### src/rtl/alu_issue_ctrl_if.sv
// Instruction handshake plus the ALU drive/return bus for alu_issue_ctrl.
// Latency: none, wires only.
// Backpressure: INSTR_READY is the only stall signal on this bus.
interface alu_issue_ctrl_if;
  logic        INSTR_VALID;
  logic [15:0] INSTR;
  logic        INSTR_READY;
  logic        ALU_EN;
  logic        ALU_OE;
  logic [3:0]  ALU_OPCODE;
  logic [7:0]  ALU_A;
  logic [7:0]  ALU_B;
  logic [7:0]  ALU_OUT;
  logic        CF;
  logic        OF;
  logic        SF;
  logic        ZF;

  // Controller side.
  modport slave (
    input  INSTR_VALID, INSTR, ALU_OUT, CF, OF, SF, ZF,
    output INSTR_READY, ALU_EN, ALU_OE, ALU_OPCODE, ALU_A, ALU_B
  );

  // Instruction source and ALU side.
  modport master (
    output INSTR_VALID, INSTR, ALU_OUT, CF, OF, SF, ZF,
    input  INSTR_READY, ALU_EN, ALU_OE, ALU_OPCODE, ALU_A, ALU_B
  );
endinterface

### src/rtl/alu_issue_ctrl.sv
// Issue/writeback sequencer for an 8-bit ALU with a 4 x 8-bit register file.
// Latency: LDI/illegal retire in 1 cycle; ALU ops write back ALU_LAT+1 edges after handshake.
// Backpressure: INSTR_READY is high only in IDLE; a pending instruction waits there.
module alu_issue_ctrl #(
  parameter int unsigned ALU_LAT = 1
) (
  input  logic             CLK,
  input  logic             RST,
  alu_issue_ctrl_if.slave  bus,
  output logic [3:0]       FLAGS,
  output logic             DONE,
  output logic             ERR,
  input  logic [1:0]       RD_SEL,
  output logic [7:0]       RD_DATA
);

  localparam logic [3:0] OP_LDI = 4'h1;
  localparam logic [3:0] OP_ADD = 4'h2;
  localparam logic [3:0] OP_NOT = 4'h7;
  localparam logic [2:0] CNT_INIT = 3'(ALU_LAT - 1);

  typedef enum logic [1:0] {
    S_IDLE  = 2'd0,
    S_ISSUE = 2'd1,
    S_WAIT  = 2'd2
  } state_t;

  state_t          state_q;
  logic [2:0]      cnt_q;
  logic [3:0][7:0] rf_q;
  logic [3:0][7:0] rf_d;
  logic [3:0]      flags_q;
  logic            done_q;
  logic            err_q;
  logic            en_q;
  logic            oe_q;
  logic [3:0]      opc_q;
  logic [7:0]      a_q;
  logic [7:0]      b_q;
  logic [1:0]      rd_q;

  // Instruction field decode.
  logic [3:0] ins_op;
  logic [1:0] ins_rd;
  logic [1:0] ins_ra;
  logic [1:0] ins_rb;
  logic [7:0] ins_imm;
  logic       is_ldi;
  logic       is_alu;
  logic       hs;
  logic       wb;

  assign ins_op  = bus.INSTR[15:12];
  assign ins_rd  = bus.INSTR[11:10];
  assign ins_ra  = bus.INSTR[9:8];
  assign ins_rb  = bus.INSTR[7:6];
  assign ins_imm = bus.INSTR[7:0];
  assign is_ldi  = (ins_op == OP_LDI);
  assign is_alu  = (ins_op >= OP_ADD) && (ins_op <= OP_NOT);
  assign hs      = bus.INSTR_VALID && (state_q == S_IDLE);
  assign wb      = (state_q == S_WAIT) && (cnt_q == 3'd0);

  assign bus.INSTR_READY = (state_q == S_IDLE);
  assign bus.ALU_EN      = en_q;
  assign bus.ALU_OE      = oe_q;
  assign bus.ALU_OPCODE  = opc_q;
  assign bus.ALU_A       = a_q;
  assign bus.ALU_B       = b_q;
  assign FLAGS           = flags_q;
  assign DONE            = done_q;
  assign ERR             = err_q;
  assign RD_DATA         = rf_q[RD_SEL];

  // Register-file next state: LDI at handshake or ALU result at writeback, never both.
  always_comb begin
    rf_d = rf_q;
    if (hs && is_ldi) begin
      rf_d[ins_rd] = ins_imm;
    end else if (wb) begin
      rf_d[rd_q] = bus.ALU_OUT;
    end
  end

  // Register file storage.
  always_ff @(posedge CLK or posedge RST) begin
    if (RST) begin
      rf_q <= '0;
    end else begin
      rf_q <= rf_d;
    end
  end

  // Issue FSM with registered ALU drive, flags and retire/error pulses.
  always_ff @(posedge CLK or posedge RST) begin
    if (RST) begin
      state_q <= S_IDLE;
      cnt_q   <= 3'd0;
      flags_q <= 4'd0;
      done_q  <= 1'b0;
      err_q   <= 1'b0;
      en_q    <= 1'b0;
      oe_q    <= 1'b0;
      opc_q   <= 4'd0;
      a_q     <= 8'd0;
      b_q     <= 8'd0;
      rd_q    <= 2'd0;
    end else begin
      done_q <= 1'b0;
      err_q  <= 1'b0;
      case (state_q)
        S_IDLE: begin
          if (bus.INSTR_VALID) begin
            if (is_ldi) begin
              done_q <= 1'b1;
            end else if (is_alu) begin
              // Operands come from the pre-instruction register file.
              opc_q   <= ins_op;
              a_q     <= rf_q[ins_ra];
              b_q     <= rf_q[ins_rb];
              rd_q    <= ins_rd;
              en_q    <= 1'b1;
              oe_q    <= 1'b0;
              state_q <= S_ISSUE;
            end else begin
              err_q <= 1'b1;
            end
          end
        end
        S_ISSUE: begin
          oe_q    <= 1'b1;
          cnt_q   <= CNT_INIT;
          state_q <= S_WAIT;
        end
        S_WAIT: begin
          if (cnt_q == 3'd0) begin
            flags_q <= {bus.CF, bus.OF, bus.SF, bus.ZF};
            done_q  <= 1'b1;
            en_q    <= 1'b0;
            oe_q    <= 1'b0;
            state_q <= S_IDLE;
          end else begin
            cnt_q <= cnt_q - 3'd1;
          end
        end
        default: state_q <= S_IDLE;
      endcase
    end
  end

endmodule

### src/flat_wrapper.sv
// flat-port wrapper written by rule: the top's interface ports become plain ports
module alu_issue_ctrl_flat 
#(
  parameter int unsigned ALU_LAT = 1
)
  (CLK, RST, FLAGS, DONE, ERR, RD_SEL, RD_DATA, bus_INSTR_VALID, bus_INSTR, bus_ALU_OUT, bus_CF, bus_OF, bus_SF, bus_ZF, bus_INSTR_READY, bus_ALU_EN, bus_ALU_OE, bus_ALU_OPCODE, bus_ALU_A, bus_ALU_B);
  alu_issue_ctrl_if bus_i ();
  input  logic CLK;
  input  logic RST;
  output logic [3:0] FLAGS;
  output logic DONE;
  output logic ERR;
  input  logic [1:0] RD_SEL;
  output logic [7:0] RD_DATA;
  input wire logic [$bits(bus_i.INSTR_VALID)-1:0] bus_INSTR_VALID;
  input wire logic [$bits(bus_i.INSTR)-1:0] bus_INSTR;
  input wire logic [$bits(bus_i.ALU_OUT)-1:0] bus_ALU_OUT;
  input wire logic [$bits(bus_i.CF)-1:0] bus_CF;
  input wire logic [$bits(bus_i.OF)-1:0] bus_OF;
  input wire logic [$bits(bus_i.SF)-1:0] bus_SF;
  input wire logic [$bits(bus_i.ZF)-1:0] bus_ZF;
  output wire logic [$bits(bus_i.INSTR_READY)-1:0] bus_INSTR_READY;
  output wire logic [$bits(bus_i.ALU_EN)-1:0] bus_ALU_EN;
  output wire logic [$bits(bus_i.ALU_OE)-1:0] bus_ALU_OE;
  output wire logic [$bits(bus_i.ALU_OPCODE)-1:0] bus_ALU_OPCODE;
  output wire logic [$bits(bus_i.ALU_A)-1:0] bus_ALU_A;
  output wire logic [$bits(bus_i.ALU_B)-1:0] bus_ALU_B;
  assign bus_i.INSTR_VALID = bus_INSTR_VALID;
  assign bus_i.INSTR = bus_INSTR;
  assign bus_i.ALU_OUT = bus_ALU_OUT;
  assign bus_i.CF = bus_CF;
  assign bus_i.OF = bus_OF;
  assign bus_i.SF = bus_SF;
  assign bus_i.ZF = bus_ZF;
  assign bus_INSTR_READY = bus_i.INSTR_READY;
  assign bus_ALU_EN = bus_i.ALU_EN;
  assign bus_ALU_OE = bus_i.ALU_OE;
  assign bus_ALU_OPCODE = bus_i.ALU_OPCODE;
  assign bus_ALU_A = bus_i.ALU_A;
  assign bus_ALU_B = bus_i.ALU_B;
  alu_issue_ctrl #(.ALU_LAT(ALU_LAT)) u_core (.CLK(CLK), .RST(RST), .bus(bus_i), .FLAGS(FLAGS), .DONE(DONE), .ERR(ERR), .RD_SEL(RD_SEL), .RD_DATA(RD_DATA));
endmodule
### config.mk
export PLATFORM = sky130hd
export DESIGN_NAME = alu_issue_ctrl_flat
export DESIGN_NICKNAME = d
export VERILOG_FILES = /design/src/rtl/alu_issue_ctrl_if.sv /design/src/rtl/alu_issue_ctrl.sv /design/src/flat_wrapper.sv
export SDC_FILE = /design/constraint.sdc
export NUM_CORES = 1
export LEC_CHECK = 0
export CORE_UTILIZATION = 52
export DETAILED_ROUTE_END_ITERATION = 10
export PLACE_DENSITY = 0.79
export SLEW_MARGIN = 20
export SYNTH_ARGS = -nofsm -noshare
export SYNTH_HDL_FRONTEND = slang
export SYNTH_SLANG_ARGS = --single-unit
### constraint.sdc
create_clock -name CLK -period 2.77 [get_ports CLK]
set_clock_uncertainty 0.1 [all_clocks]
set_input_delay 0.277 -clock CLK [delete_from_list [all_inputs] [get_ports CLK]]
set_output_delay 0.277 -clock CLK [all_outputs]
set_load 0.01 [all_outputs]
==> metrics.txt, run 1 <==
outcome complete, no violations; ys flop type dfrtp_1; Die ar. 0.00741 sq mm; final hold viol count 0; uppermost routed layer met4; met2 wire len 4360 um; Post-CTS Hold Buffers 0; vias in the first global route 2876; area grow syn2layout 26.3%; TritonCTS buffer count 9; Root Driver clkbuf_8; Detailed Route WL 8860 um; # DRC 0; Max-Cap Viols 0; IO Port Bufs 69; layout filler cell count 542; Netlist cell types 38; post-synthesis adder-cell area fraction 0.00681; max-slew violations 0; largest net degree at the start of global routing 41; starting density of the core 0.541; post-CTS setup buffers 0; Worst-Margin Slew around 0.63 ns; die height 86.1 um; Core Rows 30; gp weighted congestion 0.839; most numerous cell in the Yosys netlist dfrtp_1; cell taking the most area after synthesis dfrtp_1; CP Class input pin to output pin; via count 2918; Post-Syn Nets roughly 350; FF-to-FF Start u_core.cnt_q[0]; met3 WL 857 um; Critical Path Start Type input pin; Peak VDD IR 465 uV; CTS tree built; crit path to RD_DATA[0]; Req. time, crit path 2.39 ns; final global-route overflow total 0; Mapped Cells 314; f_max 0.425 GHz; M1 WL 3560 um; leakage dissipation 1.87 nW; number of synthesized register bits 67; Clock Latency Late Sink 0.35 ns; Mapped Area 0.00368 sq mm; post-route minimum period 2.35 ns; initial antenna violation count 0; Critical R2R Capture u_core.rf_q[24]; CP max FO 8; Critical Path Start RD_SEL[0]; Ports 70; Synth top area share 0.456; PostCTS Resize Cnt 0; CP Data Arrival Time a little under 2 ns; xor/xnor share of the synthesized area 0; reg2reg setup slack 0.64 ns; DPL Wire Length 6020 um; Die Width 86.1 um; Final Net Count 422; Initial DRT Pass Iterations 4; CTS Sinks 67; Clock transition at path regs 0.07 ns; total track usage 0.267; drt initial violations between 200 and 250; Commonest cells post-synth 67 x dfrtp_1, 49 x nand3_1, 31 x nor2_1, 24 x a31oi_1, 24 x mux4_2; fraction of layout cells with a size suffix above 1 0.214; antenna-violating nets left 0; Post-synth ARST share 1.00; htree depth 3; diode count 0; relative slew slack 0.580; Avg WL per Cell ~18 um; simple-gate share of the synthesized area 0.145; Hold Crit Class input pin to asynchronous set/reset pin; final hold slack 0.229 ns; via density per instance 5.98; yosys warns 0; Worst Reg2Reg Path Length in Cells 7; Avg Cell Area, Syn 11.7 sq um; RSZ-0062 raised after global routing false; final setup violation count 0; first-pass GRT wire length 14700 um; final core occ 0.684; Crit. End Element output pin; largest family of logic cells by synthesized area multiplexers; Max Root-Sink Buffers 2; setup tns final 0 ns; core area 0.00679 sq mm; synth top area cells dfrtp_1 46%, mux4_2 15%, nand3_1 6.7%; Power Dens Cells 860 mW/mm^2; Post-synth EDFFs 0; register area share after synthesis 0.456; Synth Area in Compound Gates 0.107; Final Cycle Share 0.848; multiplexer share of the synthesized area 0.224
[critical path, cell delays in order]
cell and delay (ns):
clkdlybuf4s50_1 0.45, buf_4 0.21, mux4_2 0.53, clkdlybuf4s50_1 0.49
[layer usage]
| layer | GRT usage | vias up |
|---|---|---|
| met5 | 0 | - |
| met4 | 0.118 | 0 |
| met3 | 0.0606 | 9 |
| met2 | 0.429 | 146 |
| met1 | 0.348 | 1438 |
| li1 | - | 1325 |
[area by class of cell]
type	count	area, sq um	area share
clock buffer	11	151	0.0326
clock inverter	5	27.5	0.00593
inverter	13	48.8	0.0105
multi-input combinational	208	1770	0.382
sequential	67	1680	0.361
tap	96	120	0.0259
timing repair buffer	88	846	0.182
[how the worst min path moves through the flow]
stage,start,endpoint,cells after the start
floorplan,bus_INSTR[15],u_core.ERR,2
global placement,u_core.bus.ALU_B[2],u_core.bus.ALU_B[2],1
detailed placement,u_core.bus.ALU_B[7],u_core.bus.ALU_B[7],1
CTS,RST,u_core.bus.ALU_A[2],2
global route,RST,u_core.bus.ALU_A[2],2
finish,RST,u_core.bus.ALU_A[1],2
[through the flow]
stage | instances | instance area, sq um | total power, W | setup slack (ns)
6_report | 488 | 4640 | 0.00399 | 0.420
4_1_cts | 488 | 4640 | 0.00402 | 0.401
2_1_floorplan | 314 | 3680 | 0.00256 | 0.710
3_3_place_gp | 472 | 4470 | 0.00322 | 0.403
5_1_grt | 488 | 4640 | 0.00424 | 0.363
3_5_place_dp | 472 | 4470 | 0.00328 | 0.412
[flip-flops by register name (all words and copies together) (netlist names)]
name,cells
u_core.DONE,1
u_core.ERR,1
u_core.FLAGS,4
u_core.bus.ALU_A,8
u_core.bus.ALU_B,8
u_core.bus.ALU_EN,1
u_core.bus.ALU_OE,1
u_core.bus.ALU_OPCODE,4
u_core.cnt_q,3
u_core.rd_q,2
u_core.rf_q,32
u_core.state_q,2
[power by group]
part | leakage (nW) | internal, W | switching [W]
combinational | 0.964 | 0.000989 | 0.000574
sequential | 0.812 | 0.00138 | 0.000310
clock | 0.0949 | 0.000367 | 0.000374
total | 1.87 | 0.00274 | 0.00126
[logic make-up (layout without fill, tap and decap cells)]
family	count (synthesis)	count (layout)
buf+inv	39	117
compound gates	55	55
simple gates	102	102
flops	67	67
fa+ha+maj	2	2
mux	49	49
[layout by cell type (no fill, tap or decap), types with 5 or more instances in the layout]
| master | Yosys | final |
|---|---|---|
| dfrtp_1 | 67 | 67 |
| clkbuf_8 | 0 | 11 |
| buf_4 | 6 | 18 |
| nor2b_1 | 5 | 5 |
| clkdlybuf4s50_1 | 0 | 69 |
| a31oi_1 | 24 | 24 |
| inv_1 | 13 | 12 |
| nand3_1 | 49 | 49 |
| mux4_2 | 24 | 24 |
| nor2_1 | 31 | 31 |
| mux2_1 | 16 | 16 |
| a22oi_1 | 8 | 8 |
| o21ai_2 | 8 | 8 |
| mux2_2 | 9 | 9 |
Power figures use the tool's default switching activity.
==> run 2: changes to the inputs <==
--- a/config.mk
+++ b/config.mk
@@ -5,9 +5,9 @@
 export SDC_FILE = /design/constraint.sdc
 export NUM_CORES = 1
 export LEC_CHECK = 0
-export CORE_UTILIZATION = 52
+export CORE_UTILIZATION = 47
 export DETAILED_ROUTE_END_ITERATION = 10
-export PLACE_DENSITY = 0.79
+export PLACE_DENSITY = 0.75
 export SLEW_MARGIN = 20
 export SYNTH_ARGS = -nofsm -noshare
 export SYNTH_HDL_FRONTEND = slang
==> constraint.sdc (replaced) <==
create_clock -name CLK -period 2.05 [get_ports CLK]
set_clock_uncertainty 0.1 [all_clocks]
set_input_delay 0.205 -clock CLK [delete_from_list [all_inputs] [get_ports CLK]]
set_output_delay 0.205 -clock CLK [all_outputs]
set_load 0.01 [all_outputs]
==> metrics.txt, run 2 (synthesis gave the netlist of run 1 again) <==
# DRC 0 (unchanged); Final Net Count 432 (+2.4%); relative slew slack 0.722 (+0.142); Hold Crit Class input pin to asynchronous set/reset pin; f_max 0.497 GHz; Root Driver clkbuf_8; starting density of the core 0.496 (-0.0449); core area 0.00741 sq mm (+9.0%); DPL Wire Length 6240 um (+3.6%); vias in the first global route 2943 (+2.3%); Worst-Margin Slew 0.415 ns (-0.214 ns); largest net degree at the start of global routing 68 (+66%); Ports 70 (unchanged); max reg flops 32 (unchanged); placed inst area 0.00467 sq mm (+4.6%); Req. time, crit path 1.75 ns (-0.64 ns); Setup WS pre-CTS -0.138 ns (-0.550 ns); most frequent cells in the layout 67 x dfrtp_1, 61 x clkdlybuf4s50_1, 49 x nand3_1; Clock Latency Late Sink 0.35 ns (about the same); final hold viol count 0 (unchanged); diode count 0 (unchanged); Critical Path Start Type input pin; setup ws final 0.0390 ns (-0.381 ns); die height 90.4 um (+5.1%); reg2reg setup slack 0.10 ns (-0.54 ns); gp weighted congestion 0.894 (+6.5%); via density per instance 6.01 (+0.48%); CTS tree built; FF-to-FF Start u_core.cnt_q[0]; total track usage 0.239 (-0.0273); Worst Reg2Reg Path Length in Cells 7 (unchanged); IO Port Bufs 69 (unchanged); Critical R2R Capture u_core.rf_q[24]; Initial DRT Pass Iterations 4 (unchanged); outcome complete, no violations; fraction of layout cells with a size suffix above 1 0.226 (+0.0121); max-slew violations 0 (unchanged); Peak VDD IR 510 uV (+9.8%); layout filler cell count 588 (+8.5%); Most flops, register u_core.rf_q; CP Data Arrival Time 1.71 ns (-0.26 ns); Core Rows 31 (+3.3%); Max Root-Sink Buffers 2 (unchanged); antenna-violating nets left 0 (unchanged); post-route design area 0.00487 sq mm (+4.8%); post-route minimum period 2.01 ns; Clock transition at path regs 0.07 ns (about the same); Crit. End Element output pin; final global-route overflow total 0 (unchanged); Power Total 0.00563 W (+41%); via count 3010 (+3.2%); Detailed Route WL 9030 um (+2.0%); Die Width 90.4 um (+5.1%); initial antenna violation count 0 (unchanged); area grow syn2layout 32.5%; htree depth 3 (unchanged); setup tns final 0 ns (unchanged); post-CTS setup buffers 0 (unchanged); CP max FO 4 (-4); Avg WL per Cell 18.0 um (-0.67%); TritonCTS buffer count 9 (unchanged); CP Class input pin to output pin; RSZ-0062 raised after global routing false; CTS Sinks 67 (unchanged); register area 0.00168 sq mm (unchanged); Max-Cap Viols 0 (unchanged); Final Cycle Share 0.981; drt initial violations 213 (-11%); Power Dens Cells 1160 mW/mm^2 (+35%); final setup violation count 0 (unchanged); Die ar. 0.00818 sq mm (+10%); most common cell after layout, fill and taps aside dfrtp_1; first-pass GRT wire length 15000 um (+2.3%); leakage dissipation 1.97 nW (+5.4%); multi-input logic area 0.00177 sq mm (unchanged)
[run 2: report_power, final]
part	switching [W]	internal [W]
Clock	0.000524	0.000687
Sequential	0.000460	0.00186
Combinational	0.000792	0.00131
Total	0.00177	0.00386
[run 2: final cells by class]
class | count | share of cell area
repair buffers | 98 | 0.213
flip-flops and latches | 67 | 0.344
multi-input cells | 208 | 0.364
well taps | 99 | 0.0254
clock buffers | 12 | 0.0277
clock inverters | 4 | 0.0154
inverters | 13 | 0.0100
[run 2: per-stage QoR]
stage	hold WS, ns	util	std cells
floorplan	0.235	-	314
global placement	0.366	0.630	485
detailed placement	0.374	0.630	485
CTS	0.154	0.657	501
global route	0.179	0.657	501
finish	0.135	0.657	501
[run 2: worst max-delay path by stage]
stage	from	endpoint	slack, ns	cells after the start
final	RD_SEL[0]	RD_DATA[4]	0.04	4
after global routing	u_core.cnt_q[0]	u_core.rf_q[31]	0.02	7
after CTS	RD_SEL[0]	RD_DATA[4]	0.04	4
after detailed placement	RD_SEL[0]	RD_DATA[4]	-0.14	4
after global placement	RD_SEL[0]	RD_DATA[4]	-0.13	4
after floorplan	RST	u_core.DONE	0.06	1
[run 2: layer usage]
metal / routed length (um) / up-vias / GRT usage
li1: - / 1341 / -
met1: 3730 / 1506 / 0.315
met2: 4380 / 139 / 0.375
met3: 682 / 24 / 0.0488
met4: 239 / 0 / 0.125
met5: 0 / - / 0
[run 2: critical path: stages]
cell             delay [ns]
clkdlybuf4s50_1        0.50
buf_4                  0.17
mux4_2                 0.52
dlygate4sd2_1          0.30
[run 2: what timing repair did]
item / 4_1_cts / 5_1_grt
hold buffers: 0 / 0
endpoints found under the setup margin: 8 / 0
gates resized for setup: 8 / 0
endpoints found under the hold margin: 0 / 0
==> run 3: changes to the inputs <==
--- a/config.mk
+++ b/config.mk
@@ -7,7 +7,7 @@
 export LEC_CHECK = 0
 export CORE_UTILIZATION = 47
 export DETAILED_ROUTE_END_ITERATION = 10
-export PLACE_DENSITY = 0.75
+export PLACE_DENSITY = 0.8
 export SLEW_MARGIN = 20
 export SYNTH_ARGS = -nofsm -noshare
 export SYNTH_HDL_FRONTEND = slang
==> metrics.txt, run 3 (synthesis gave the netlist of run 1 again) <==
Most flops, register u_core.rf_q; die height 90.4 um (unchanged); diode count 0 (unchanged); most frequent cells in the layout 67 x dfrtp_1, 61 x clkdlybuf4s50_1, 49 x nand3_1; outcome complete, no violations; Worst-Margin Slew 0.416 ns (+0.000661 ns); max reg flops 32 (unchanged); core area 0.00741 sq mm (unchanged); area grow syn2layout 34.0%; CP Data Arrival Time 1.69 ns (-0.02 ns); CP Depth 4 (unchanged); vias in the first global route 3024 (+2.8%); IO Port Bufs 69 (unchanged); Final Cycle Share 0.972 (-0.00879); Avg WL per Cell 18.5 um (+2.6%); Top Family by Delay on Critical Path buffers and inverters; DPL Wire Length 6340 um (+1.5%); TritonCTS buffer count 9 (unchanged); setup ws final 0.0570 ns (+0.0180 ns); leakage dissipation 2.01 nW (+1.9%); Max stage delay on crit path 0.51 ns (about the same); most common cell after layout, fill and taps aside dfrtp_1; CP Class input pin to output pin; initial antenna violation count 0 (unchanged); # DRC 0 (unchanged); via count 3039 (+0.96%); Setup WS pre-CTS -0.143 ns (-0.00509 ns); CTS tree built; starting density of the core 0.496 (unchanged); gp weighted congestion 0.791 (-12%); layout filler cell count 539 (-8.3%); Critical path buffers and inverters 3 (unchanged); Clock transition at path regs 0.07 ns (about the same); Max Root-Sink Buffers 2 (unchanged); f_max 0.502 GHz (+0.90%); Clock Latency Late Sink 0.34 ns (about the same); Die ar. 0.00818 sq mm (unchanged); final global-route overflow total 0 (unchanged); Root Driver clkbuf_8; Power Dens Cells 1180 mW/mm^2 (+2.4%); final core occ 0.665 (+0.00743); relative slew slack 0.722 (about the same); drt initial violations 306 (+44%); CP max FO 8 (+4); Worst Reg2Reg Path Length in Cells 7 (unchanged); final hold viol count 0 (unchanged); Req. time, crit path 1.75 ns (about the same); Crit. End Element output pin; Final Net Count 431 (-0.23%); htree depth 3 (unchanged); largest net degree at the start of global routing 68 (unchanged); Hold Crit Class input pin to asynchronous set/reset pin; worst path cell trace clkdlybuf4s50_1 -> buf_12 -> mux4_2 -> dlygate4sd2_1; FF-to-FF Start u_core.cnt_q[0]; Critical Path Start RD_SEL[0]; Die Width 90.4 um (unchanged); Max-Cap Viols 0 (unchanged); Core Rows 31 (unchanged); first-pass GRT wire length 15400 um (+2.5%); CTS Sinks 67 (unchanged); RSZ-0062 raised after global routing false; Peak VDD IR 570 uV (+12%); Ports 70 (unchanged); Critical Path Start Type input pin; total track usage 0.244 (+0.00472); post-route minimum period 1.99 ns (-0.0180 ns); Slowest-stage cell, CP clkdlybuf4s50_1; Detailed Route WL 9250 um (+2.4%); antenna-violating nets left 0 (unchanged); Initial DRT Pass Iterations 5 (+1); max-slew violations 0 (unchanged); via density per instance 6.08 (+1.2%); fraction of layout cells with a size suffix above 1 0.232 (+0.00555); final setup violation count 0 (unchanged)
-- run 3: changes by cell type in the layout (fill, tap and decap cells not counted) --
| cell | change |
|---|---|
| bufinv_16 | +1 |
| clkinv_2 | +1 |
| clkbuf_8 | +3 |
| buf_4 | -2 |
| clkinvlp_4 | -2 |
| buf_12 | +1 |
| clkbuf_1 | -3 |
-- run 3: worst reg2reg max path, cell delays in order, from the launching register on --
cell	delay, ns
dfrtp_1	0.39
inv_1	0.08
ha_1	0.23
and4bb_1	0.27
and3_1	0.27
or2_1	0.26
buf_4	0.18
o21ai_2	0.11
-- run 3: where the power goes --
group,switching (W),internal (W)
Combinational,0.000801,0.00131
Sequential,0.000457,0.00186
Clock,0.000497,0.000906
-- run 3: final timing paths --
| check | to | slack [ns] |
|---|---|---|
| hold reg to reg | u_core.bus.ALU_OPCODE[0] | 0.38 |
| setup / recovery | RD_DATA[4] | 0.06 |
| hold / removal | u_core.bus.ALU_OPCODE[3] | 0.16 |
| min in group CLK | u_core.bus.ALU_OPCODE[0] | 0.38 |
| setup reg to reg | u_core.rf_q[24] | 0.10 |
| max in group asynchronous | u_core.rf_q[16] | 1.40 |
-- run 3: repair_timing --
| item | 4_1_cts | 5_1_grt |
|---|---|---|
| hold buffers | 0 | 0 |
| endpoints found under the setup margin | 8 | 0 |
| gates resized for setup | 8 | 0 |
| buffers inserted | 0 | 0 |
-- run 3: area by class of cell --
class / instances / area [sq um] / area share
multi-input combinational: 208 / 1770 / 0.360
inverter: 13 / 48.8 / 0.00991
tap: 99 / 124 / 0.0252
sequential: 67 / 1680 / 0.340
clock inverter: 4 / 95.1 / 0.0193
clock buffer: 12 / 165 / 0.0335
timing repair buffer: 97 / 1040 / 0.211
-- run 3: per-stage QoR --
step           instance area [sq um]  cells  total power [W]  hold WS (ns)  TNS (ns)
6_report                        4920    500          0.00584         0.159         0
5_1_grt                         4920    500          0.00615         0.192         0
4_1_cts                         4920    500          0.00586         0.171         0
3_5_place_dp                    4670    484          0.00452         0.374     -1.00
3_3_place_gp                    4670    484          0.00440         0.366    -0.847
2_1_floorplan                   3680    314          0.00346         0.235         0
-- run 3: metal layers --
metal  share of wire  wire length, um  global-route usage  vias to the layer above
li1                -                -                   -                     1341
met1            0.37             3460               0.314                     1485
met2            0.51             4700               0.393                      179
met3           0.081              751              0.0421                       34
met4           0.036              337               0.136                        0
met5               0                0                   0                        -
